$ cat src/rtl/i2c_master.sv
// ============================================================================
// i2c_master -- single-master I2C initiator for register-addressed byte
//               transfers, with SCL clock stretching and NACK reporting.
// Revision: 1.0
// ============================================================================
`default_nettype none

module i2c_master (
  input  logic        clk_i,
  input  logic        rst_ni,
  input  logic        enable_i,
  input  logic [15:0] clk_div_i,
  input  logic        start_i,
  input  logic        read_i,
  input  logic [7:0]  slave_addr_i,
  input  logic [7:0]  reg_addr_i,
  input  logic [7:0]  wdata_i,
  output logic        busy_o,
  output logic        done_o,
  output logic        nack_o,
  output logic [7:0]  rdata_o,
  input  logic        scl_i,
  input  logic        sda_i,
  output logic        scl_o,
  output logic        sda_o,
  output logic        scl_oe_o,
  output logic        sda_oe_o
);

  localparam logic [2:0] ST_IDLE  = 3'd0;
  localparam logic [2:0] ST_START = 3'd1;
  localparam logic [2:0] ST_ADDR  = 3'd2;
  localparam logic [2:0] ST_REG   = 3'd3;
  localparam logic [2:0] ST_WDATA = 3'd4;
  localparam logic [2:0] ST_RDATA = 3'd5;
  localparam logic [2:0] ST_STOP  = 3'd6;

  logic [2:0]  state_q, state_d;
  logic [15:0] cnt_q, cnt_d;
  logic [1:0]  quarter_q, quarter_d;
  logic [3:0]  bit_q, bit_d;
  logic        first_q, first_d;
  logic [7:0]  addr_byte_q, addr_byte_d;
  logic [7:0]  reg_q, reg_d;
  logic [7:0]  wdata_q, wdata_d;
  logic [7:0]  shift_q, shift_d;
  logic [7:0]  rdata_q, rdata_d;
  logic        ack_q, ack_d;
  logic        nack_q, nack_d;
  logic        done_q, done_d;
  logic        sda_oe_q, sda_oe_d;

  logic        in_byte;
  logic        stall;
  logic        tick;
  logic        last_quarter;
  logic        byte_end;
  logic        accept;
  logic        sample;
  logic [7:0]  cur_byte;
  logic [2:0]  bit_idx;
  logic        sda_target;
  logic        unused_addr_lsb;

  assign unused_addr_lsb = slave_addr_i[0];

  assign in_byte = (state_q == ST_ADDR) || (state_q == ST_REG) ||
                   (state_q == ST_WDATA) || (state_q == ST_RDATA);

  // The quarter count freezes while a released SCL is still held low by the bus.
  assign stall = (((in_byte && (quarter_q == 2'd2)) ||
                   ((state_q == ST_STOP) && (quarter_q == 2'd1))) && !scl_i);

  assign tick = (cnt_q == 16'd0) && !stall;

  assign last_quarter = in_byte                ? (quarter_q == 2'd3) :
                        (state_q == ST_START)  ? (quarter_q == 2'd1) :
                                                 (quarter_q == 2'd2);

  assign byte_end = in_byte && tick && (quarter_q == 2'd3) && (bit_q == 4'd8);
  assign accept   = (state_q == ST_IDLE) && enable_i && start_i;
  assign sample   = in_byte && (quarter_q == 2'd3) && first_q;
  assign bit_idx  = 3'd7 - bit_q[2:0];

  // State register and datapath flops
  always_ff @(posedge clk_i or negedge rst_ni) begin
    if (!rst_ni) begin
      state_q     <= ST_IDLE;
      cnt_q       <= '0;
      quarter_q   <= '0;
      bit_q       <= '0;
      first_q     <= 1'b0;
      addr_byte_q <= '0;
      reg_q       <= '0;
      wdata_q     <= '0;
      shift_q     <= '0;
      rdata_q     <= '0;
      ack_q       <= 1'b0;
      nack_q      <= 1'b0;
      done_q      <= 1'b0;
      sda_oe_q    <= 1'b0;
    end else begin
      state_q     <= state_d;
      cnt_q       <= cnt_d;
      quarter_q   <= quarter_d;
      bit_q       <= bit_d;
      first_q     <= first_d;
      addr_byte_q <= addr_byte_d;
      reg_q       <= reg_d;
      wdata_q     <= wdata_d;
      shift_q     <= shift_d;
      rdata_q     <= rdata_d;
      ack_q       <= ack_d;
      nack_q      <= nack_d;
      done_q      <= done_d;
      sda_oe_q    <= sda_oe_d;
    end
  end

  // Next-state logic
  always_comb begin
    state_d = state_q;
    if (!enable_i) begin
      state_d = ST_IDLE;
    end else begin
      case (state_q)
        ST_IDLE:  if (start_i) state_d = ST_START;
        ST_START: if (tick && (quarter_q == 2'd1)) state_d = ST_ADDR;
        ST_ADDR:  if (byte_end) state_d = ack_q ? ST_STOP :
                                          (addr_byte_q[0] ? ST_RDATA : ST_REG);
        ST_REG:   if (byte_end) state_d = ack_q ? ST_STOP : ST_WDATA;
        ST_WDATA: if (byte_end) state_d = ST_STOP;
        ST_RDATA: if (byte_end) state_d = ST_STOP;
        ST_STOP:  if (tick && (quarter_q == 2'd2)) state_d = ST_IDLE;
        default:  state_d = ST_IDLE;
      endcase
    end
  end

  // Timebase, bit counter, shift registers and status
  always_comb begin
    cnt_d       = cnt_q;
    quarter_d   = quarter_q;
    bit_d       = bit_q;
    first_d     = 1'b0;
    addr_byte_d = addr_byte_q;
    reg_d       = reg_q;
    wdata_d     = wdata_q;
    shift_d     = shift_q;
    rdata_d     = rdata_q;
    ack_d       = ack_q;
    nack_d      = nack_q;
    done_d      = 1'b0;

    if (!enable_i) begin
      cnt_d     = '0;
      quarter_d = '0;
      bit_d     = '0;
    end else if (accept) begin
      cnt_d       = clk_div_i;
      quarter_d   = '0;
      bit_d       = '0;
      first_d     = 1'b1;
      addr_byte_d = {slave_addr_i[7:1], read_i};
      reg_d       = reg_addr_i;
      wdata_d     = wdata_i;
      nack_d      = 1'b0;
    end else if (state_q != ST_IDLE) begin
      if (!stall) begin
        if (cnt_q != 16'd0) begin
          cnt_d = cnt_q - 16'd1;
        end else begin
          cnt_d   = clk_div_i;
          first_d = 1'b1;
          if (last_quarter) begin
            quarter_d = '0;
            bit_d     = (in_byte && (bit_q != 4'd8)) ? bit_q + 4'd1 : 4'd0;
          end else begin
            quarter_d = quarter_q + 2'd1;
          end
        end
      end
      if (sample) begin
        if (bit_q == 4'd8) ack_d = sda_i;
        else               shift_d = {shift_q[6:0], sda_i};
      end
      if (byte_end && (state_q != ST_RDATA) && ack_q) nack_d = 1'b1;
      if (byte_end && (state_q == ST_RDATA)) rdata_d = shift_q;
      if ((state_q == ST_STOP) && tick && (quarter_q == 2'd2)) done_d = 1'b1;
    end
  end

  // Bus drive; SDA follows its target one cycle late so it moves only after SCL has fallen
  always_comb begin
    scl_oe_o   = 1'b0;
    sda_target = 1'b0;
    case (state_q)
      ST_ADDR:  cur_byte = addr_byte_q;
      ST_REG:   cur_byte = reg_q;
      default:  cur_byte = wdata_q;
    endcase
    case (state_q)
      ST_START: sda_target = (quarter_q == 2'd1);
      ST_ADDR, ST_REG, ST_WDATA, ST_RDATA: begin
        scl_oe_o   = (quarter_q < 2'd2);
        sda_target = (state_q != ST_RDATA) && (bit_q != 4'd8) && !cur_byte[bit_idx];
      end
      ST_STOP: begin
        scl_oe_o   = (quarter_q == 2'd0);
        sda_target = (quarter_q != 2'd2);
      end
      default: ;
    endcase
    sda_oe_d = enable_i && sda_target;
  end

  assign busy_o   = (state_q != ST_IDLE);
  assign done_o   = done_q;
  assign nack_o   = nack_q;
  assign rdata_o  = rdata_q;
  assign sda_oe_o = sda_oe_q;
  assign scl_o    = 1'b0;
  assign sda_o    = 1'b0;

endmodule

`default_nettype wire

$ cat config.mk
export PLATFORM = sky130hd
export DESIGN_NAME = i2c_master
export DESIGN_NICKNAME = d
export VERILOG_FILES = /design/src/rtl/i2c_master.sv
export SDC_FILE = /design/constraint.sdc
export NUM_CORES = 1
export LEC_CHECK = 0
export ABC_AREA = 1
export ABC_CLOCK_PERIOD_IN_PS = 2100
export CORE_MARGIN = 2
export CORE_UTILIZATION = 59
export CTS_CLUSTER_DIAMETER = 40
export CTS_CLUSTER_SIZE = 16
export DETAILED_ROUTE_END_ITERATION = 16
export DONT_BUFFER_PORTS = 1
export PLACE_DENSITY = 0.79
export SLEW_MARGIN = 20
export SYNTH_ARGS = -nofsm -noshare
export SYNTH_HDL_FRONTEND = slang
export SYNTH_SLANG_ARGS = --single-unit
$ cat constraint.sdc
create_clock -name clk_i -period 2.1 [get_ports clk_i]
set_input_delay 0.21 -clock clk_i [delete_from_list [all_inputs] [get_ports clk_i]]
set_output_delay 0.21 -clock clk_i [all_outputs]
set_load 0.05 [all_outputs]
==> results of run 1 <==
==> per-stage QoR <==
stage	instances	instance area, sq um	utilization	setup slack (ns)	hold WS, ns
global placement	584	4080	0.635	0.183	-0.0841
global route	627	4620	0.719	0.00664	0.0219
CTS	627	4600	0.716	0.0830	0.00967
floorplan	512	3990	-	0.133	-0.0856
detailed placement	584	4080	0.635	0.127	-0.0841
finish	627	4620	0.719	0.159	0.00813
==> kinds of logic (layout without fill, tap and decap cells) <==
kind of cell / Yosys count / after routing
DFF: 70 / 70
AOI/OAI and AO/OA: 81 / 81
adders and majority gates: 11 / 11
other: 1 / 2
and+or+nand+nor: 260 / 260
buffers and inverters: 75 / 113
xor gates and xnor gates: 13 / 13
==> layout by cell type, fill, tap and decap left out, drive strengths merged <==
| master | n |
|---|---|
| clkbuf | 10 |
| nand4 | 9 |
| o31ai | 1 |
| o21ai | 54 |
| nor2 | 37 |
| a211oi | 1 |
| inv | 55 |
| xnor2 | 2 |
| dfrtp | 70 |
| clkinv | 2 |
| buf | 16 |
| nor4 | 1 |
| a31oi | 1 |
| or2 | 1 |
| nand2 | 158 |
| o22ai | 6 |
| dlygate4sd3 | 26 |
| o211ai | 3 |
| nor3 | 9 |
| xor2 | 11 |
| conb | 2 |
| a22oi | 2 |
| ha | 11 |
| clkinvlp | 2 |
| nand3 | 45 |
| a21oi | 12 |
| a311oi | 1 |
| bufinv | 2 |
==> per-layer routing <==
layer	routed length (microns)	global-route usage	vias up
met4	173	0.102	0
li1	-	-	1715
met1	3990	0.327	1652
met2	4470	0.455	115
met5	0	0	-
met3	512	0.0616	17
==> cell type report <==
type	count	area, sq um
repair buffers	42	400
inverters	55	206
fillers	495	1810
multi-input cells	367	1930
flip-flops and latches	70	1750
clock buffers	10	138
clock inverters	6	92.6
well taps	77	96.3
==> flip-flops by register name, summed over array words and instances (netlist names) <==
register and count:
rdata_o 8, nack_o 1, reg_q 8, quarter_q 2, state_q 3, first_q 1
shift_q 8, done_o 1, wdata_q 8, cnt_q 16, bit_q 4, ack_q 1
sda_oe_o 1, addr_byte_q 8
==> where the power goes <==
group          internal (mW)  switching (mW)
sequential              1.77           0.280
clock                  0.707           0.531
combinational          0.939            1.77
==> worst max-delay path, stage by stage (launching register included) <==
cell	delay [ns]
dfrtp_1	0.35
buf_4	0.16
inv_2	0.05
buf_4	0.17
nor3_2	0.25
nand2_1	0.08
o21ai_1	0.10
buf_4	0.22
==> repair_timing <==
action / in CTS / in global routing
endpoints found under the hold margin: 95 / 0
hold buffers: 27 / 0
gates cloned: 0 / 0
pin swaps: 0 / 2
setup endpoints to repair: 1 / 14
gates resized for setup: 1 / 5
==> worst max path at each step <==
stage                           startpoint                      to  slack [ns]  depth (start not counted)
floorplan           state_q[1]$_DFFE_PN0P_  rdata_o[5]$_DFFE_PN0P_        0.13                         12
global placement    state_q[1]$_DFFE_PN0P_   cnt_q[15]$_DFFE_PN0P_        0.18                         11
detailed placement  state_q[1]$_DFFE_PN0P_   cnt_q[15]$_DFFE_PN0P_        0.13                         11
CTS                 state_q[1]$_DFFE_PN0P_   cnt_q[15]$_DFFE_PN0P_        0.08                         11
global route          cnt_q[0]$_DFFE_PN0P_  state_q[1]$_DFFE_PN0P_       0.007                         13
finish              state_q[2]$_DFFE_PN0P_                scl_oe_o        0.16                          7
==> qor.csv, run 1 <==
stage;metric;value;unit
status;status;complete, no violations;
clocking;cts_buffer_depth;2;
floorplanning;die-width;86.1;microns
floorplanning;initial_core_util;0.620;
floorplanning;num_io_pins;62;
route;route.detailed.drc;0;
global_route;grt_pass1_wl;15500;microns
hold_path;min_from;sda_i;
sta;fin_crit;1.94;ns
sta;final-hold-violation-count;0;
worst_setup_path;critPathMaxFanout;11;
logic_synthesis;synth_top_area_frac;0.440;
sta;period_share;0.924;
placed_design;dp_hpwl;6180;microns
clocking;clock_latency;0.35;ns
floorplanning;dieArea;7420;sq um
route;routed_wl;9150;microns
sta;worstMarginPinSlew;0.566;ns
sta;slew_headroom;0.621;
route;avgViaCountPerCell;5.58;
logic_synthesis;async_flop_share;1.00;
sta;setup_viol;0;
logic_synthesis;synth_xor_area_frac;0.0286;
hold_path;holdPathEnd;ack_q$_DFFE_PN0P_;
global_route;grt_use_total;0.266;
logic_synthesis;synth_edf_count;0;
floorplanning;coreArea;6420;sq um
pwr;leakagePower;2.24;nW
worst_setup_path;crit_path_end_kind;output port;
logic_synthesis;ys_types;39;
floorplanning;die_h;86.1;microns
logic_synthesis;synthCells;511;
logic_synthesis;synth-seq-cells;70;
layout;diodes;0;
logic_synthesis;synth_area_leaders;dfrtp_1 44%, nand2_1 15%, nand3_1 5.3%;
worst_setup_path;rr_startpoint;cnt_q[0]$_DFFE_PN0P_;
clocking;cts_max_level;3;
logic_synthesis;ys_seq_area_frac;0.440;
job;max_cap_viol_count;0;
sta;fmax;515;MHz
logic_synthesis;synth-simple-area-share;0.289;
logic_synthesis;synth_top_family_by_area;simple AND/OR/NAND/NOR gates;
global_route;grt_pass1_vias;3463;
sta;rsz0062_at_grt;no;
logic_synthesis;syn_area;3980;sq um
global_route;overflow;0;
layout;syn_to_final_growth;15.9;%
logic_synthesis;synthFlopType;dfrtp_1;
logic_synthesis;ys.warnings.count;0;
clocking;cts-root-buf;clkbuf_8;
logic_synthesis;ys_top_cells_by_count;155 x nand2_1, 70 x dfrtp_1, 44 x inv_1;
worst_setup_path;reg2reg_slack;0.16;ns
logic_synthesis;synth_fa_ha_area_frac;0.0346;
layout;drive_above_1_share;0.129;
route;drt_pass1_iterations;5;
hold_path;hold_depth;2;
logic_synthesis;synth.most_common_cell;nand2_1;
worst_setup_path;rr_worst_depth;11;
clocking;clkTransAtPathRegs;0.07;ns
clocking;cts_sinks;70;
floorplanning;fp-row-count;29;
sta;slew_viol_final;0;
route;ant_nets;0;
logic_synthesis;synth-compound-area-share;0.125;
logic_synthesis;post_synth.cell_area_avg;7.79;sq um
worst_setup_path;r2r_end;bit_q[2]$_DFFE_PN0P_;
global_route;antenna_found_initial;0;
global_route;grt_max_degree;71;
logic_synthesis;synth_mux_area_frac;0;
route;first_iter_violations;182;
worst_setup_path;cp.arrival;1.73;ns
clocking;cts_setup_buffers;0;
pwr;finalPower;5.99;mW
sta;tns;0;ns
placed_design;gp_congestion;0.945;
layout;nets;603;
worst_setup_path;critical_path_class;reg2out;
sta;fin_worst_skew;0.0131;ns
route;via_count;3499;
clocking;cts-buffers-inserted;9;
route;wl_per_cell;14.6;microns
placed_design;portBuffers;0;
pwr;ir_drop;0.000847;V
worst_setup_path;startpoint_type;register;
pwr;p_per_area;1300;nW/um^2
logic_synthesis;yosys.area.top_type;dfrtp_1;
worst_setup_path;cp.required;1.89;ns
hold_path;hold_path.class;in2reg;
clocking;cts_tree;built;
No activity file was read; power rests on OpenSTA's default activity.
==> run 2: changes to the inputs <==
- ABC_CLOCK_PERIOD_IN_PS: 2100 -> 1960
- clock period: 2.1 -> 1.96 ns (I/O delays scaled with it)
==> qor.csv, run 2 (synthesis gave the netlist of run 1 again) <==
stage;metric;value;unit;change
status;status;complete, no violations;;unchanged
clocking;cts-buffers-inserted;9;;unchanged
global_route;grt_use_total;0.259;;was 0.266
worst_setup_path;cp.arrival;2.10;ns;was 1.73 ns
job;max_cap_viol_count;0;;unchanged
sta;rsz0062_at_grt;yes;;was no
layout;top_register;cnt_q;;unchanged
floorplanning;die-width;86.1;microns;unchanged
clocking;cts_buffer_depth;2;;unchanged
layout;nets;612;;was 603
sta;slew_viol_final;0;;unchanged
layout;layout_common_cells;152 x nand2_1, 70 x dfrtp_1, 41 x nand3_1;;was 154 x nand2_1, 70 x dfrtp_1, 43 x inv_1
layout;largest_register_ffs;16;;unchanged
floorplanning;num_io_pins;62;;unchanged
floorplanning;fp-row-count;29;;unchanged
layout;drive_above_1_share;0.156;;was 0.129
sta;worst_slack;0.0978;ns;was 0.159 ns
placed_design;post-place-ws;0.0638;ns;was 0.127 ns
route;drt_pass1_iterations;5;;unchanged
clocking;clock_latency;0.35;ns;about the same
route;routed_wl;9090;microns;was 9150 microns
pwr;ir_drop;0.000875;V;was 0.000847 V
placed_design;dp_hpwl;5970;microns;was 6180 microns
global_route;grt_max_degree;71;;unchanged
worst_setup_path;crit_path_end_kind;register;;was output port
route;wl_per_cell;14.3;microns;was 14.6 microns
floorplanning;coreArea;6420;sq um;unchanged
layout;syn_to_final_growth;19.0;%;was 15.9%
placed_design;portBuffers;0;;unchanged
route;via_count;3558;;was 3499
layout;diodes;0;;unchanged
worst_setup_path;startpoint_type;register;;unchanged
clocking;cts_tree;built;;unchanged
placed_design;dpl.cell_count;588;;was 584
route;ant_nets;0;;unchanged
pwr;leakagePower;2.28;nW;was 2.24 nW
route;avgViaCountPerCell;5.59;;was 5.58
placed_design;gp_congestion;0.939;;was 0.945
global_route;grt_pass1_wl;15200;microns;was 15500 microns
worst_setup_path;cp.required;2.20;ns;was 1.89 ns
sta;period_share;0.950;;
route;first_iter_violations;270;;was 182
clocking;cts_max_level;3;;unchanged
route;route.detailed.drc;0;;unchanged
sta;whs;0.0165;ns;was 0.00813 ns
floorplanning;dieArea;7420;sq um;unchanged
layout;final_common_cell;nand2_1;;unchanged
floorplanning;initial_core_util;0.620;;unchanged
layout;layout.cells.non_filler;636;;was 627
sta;fin_worst_skew;0.00652;ns;was 0.0131 ns
sta;final-hold-violation-count;0;;unchanged
worst_setup_path;critical_path_class;reg2reg;;was reg2out
global_route;overflow;0;;unchanged
layout;fillers;504;;was 495
sta;setup_viol;0;;unchanged
pwr;p_per_area;1380;nW/um^2;was 1300 nW/um^2
sta;tns;0;ns;unchanged
hold_path;hold_path.class;in2reg;;unchanged
clocking;cts-root-buf;clkbuf_8;;unchanged
pwr;finalPower;6.55;mW;was 5.99 mW
global_route;antenna_found_initial;0;;unchanged
clocking;clkTransAtPathRegs;0.07;ns;about the same
floorplanning;die_h;86.1;microns;unchanged
clocking;cts_sinks;70;;unchanged
sta;fmax;537;MHz;
worst_setup_path;critPathMaxFanout;6;;was 11
global_route;grt_pass1_vias;3448;;was 3463
sta;fin_crit;1.86;ns;
## run 2: timing repair
action,4_1_cts,5_1_grt
pin swaps,0,7
hold buffers,27,0
setup buffers,0,4
resized for setup,1,22
endpoints found under the setup margin,1,31
hold endpoints to repair,96,0
cloned,0,1
## run 2: path summary, 6_finish.rpt
check | slack, ns | depth (start not counted) | end | start
setup / recovery | 0.1 | 11 | cnt_q[11]$_DFFE_PN0P_ | quarter_q[1]$_DFFE_PN0P_
hold / removal | 0.02 | 2 | bit_q[3]$_DFFE_PN0P_ | enable_i
setup reg to reg | 0.1 | 11 | cnt_q[11]$_DFFE_PN0P_ | quarter_q[1]$_DFFE_PN0P_
hold reg to reg | 0.48 | 2 | reg_q[3]$_DFFE_PN0P_ | reg_q[3]$_DFFE_PN0P_
max in group asynchronous | 1.30 | 2 | addr_byte_q[0]$_DFFE_PN0P_ | rst_ni
min in group asynchronous | 0.38 | 2 | cnt_q[8]$_DFFE_PN0P_ | rst_ni
## run 2: where the power goes
| group | switching, mW | internal (mW) |
|---|---|---|
| clock | 0.554 | 0.751 |
| combinational | 1.93 | 1.12 |
| sequential | 0.299 | 1.90 |
## run 2: final cells by class
type,count,area [sq um],share of cell area
clock buffer,11,141,0.0299
tap,77,96.3,0.0203
sequential,70,1750,0.370
inverter,55,209,0.0441
multi-input combinational,368,1990,0.420
timing repair buffer,50,464,0.0980
clock inverter,5,82.6,0.0174
## run 2: worst max-delay path, cell delays in order, from the launching register on
cell and delay, ns:
dfrtp_1 0.41, inv_1 0.11, ha_2 0.23, nand4_1 0.10, nand2_1 0.12, nand2_4 0.10
a21oi_4 0.26, nor2_4 0.08, inv_1 0.17, nor2_1 0.07, nand2_1 0.06, o21ai_1 0.05
## run 2: stage by stage
step,cell area (sq um),util
final,4740,0.737
after global routing,4740,0.737
after CTS,4620,0.720
after detailed placement,4110,0.639
after global placement,4110,0.639
after floorplan,3990,-
## run 2: layer usage
| metal | track usage | part of all wire |
|---|---|---|
| met1 | 0.335 | 0.44 |
| met2 | 0.436 | 0.49 |
| met3 | 0.0529 | 0.053 |
| met4 | 0.0880 | 0.018 |
| met5 | 0 | 0 |
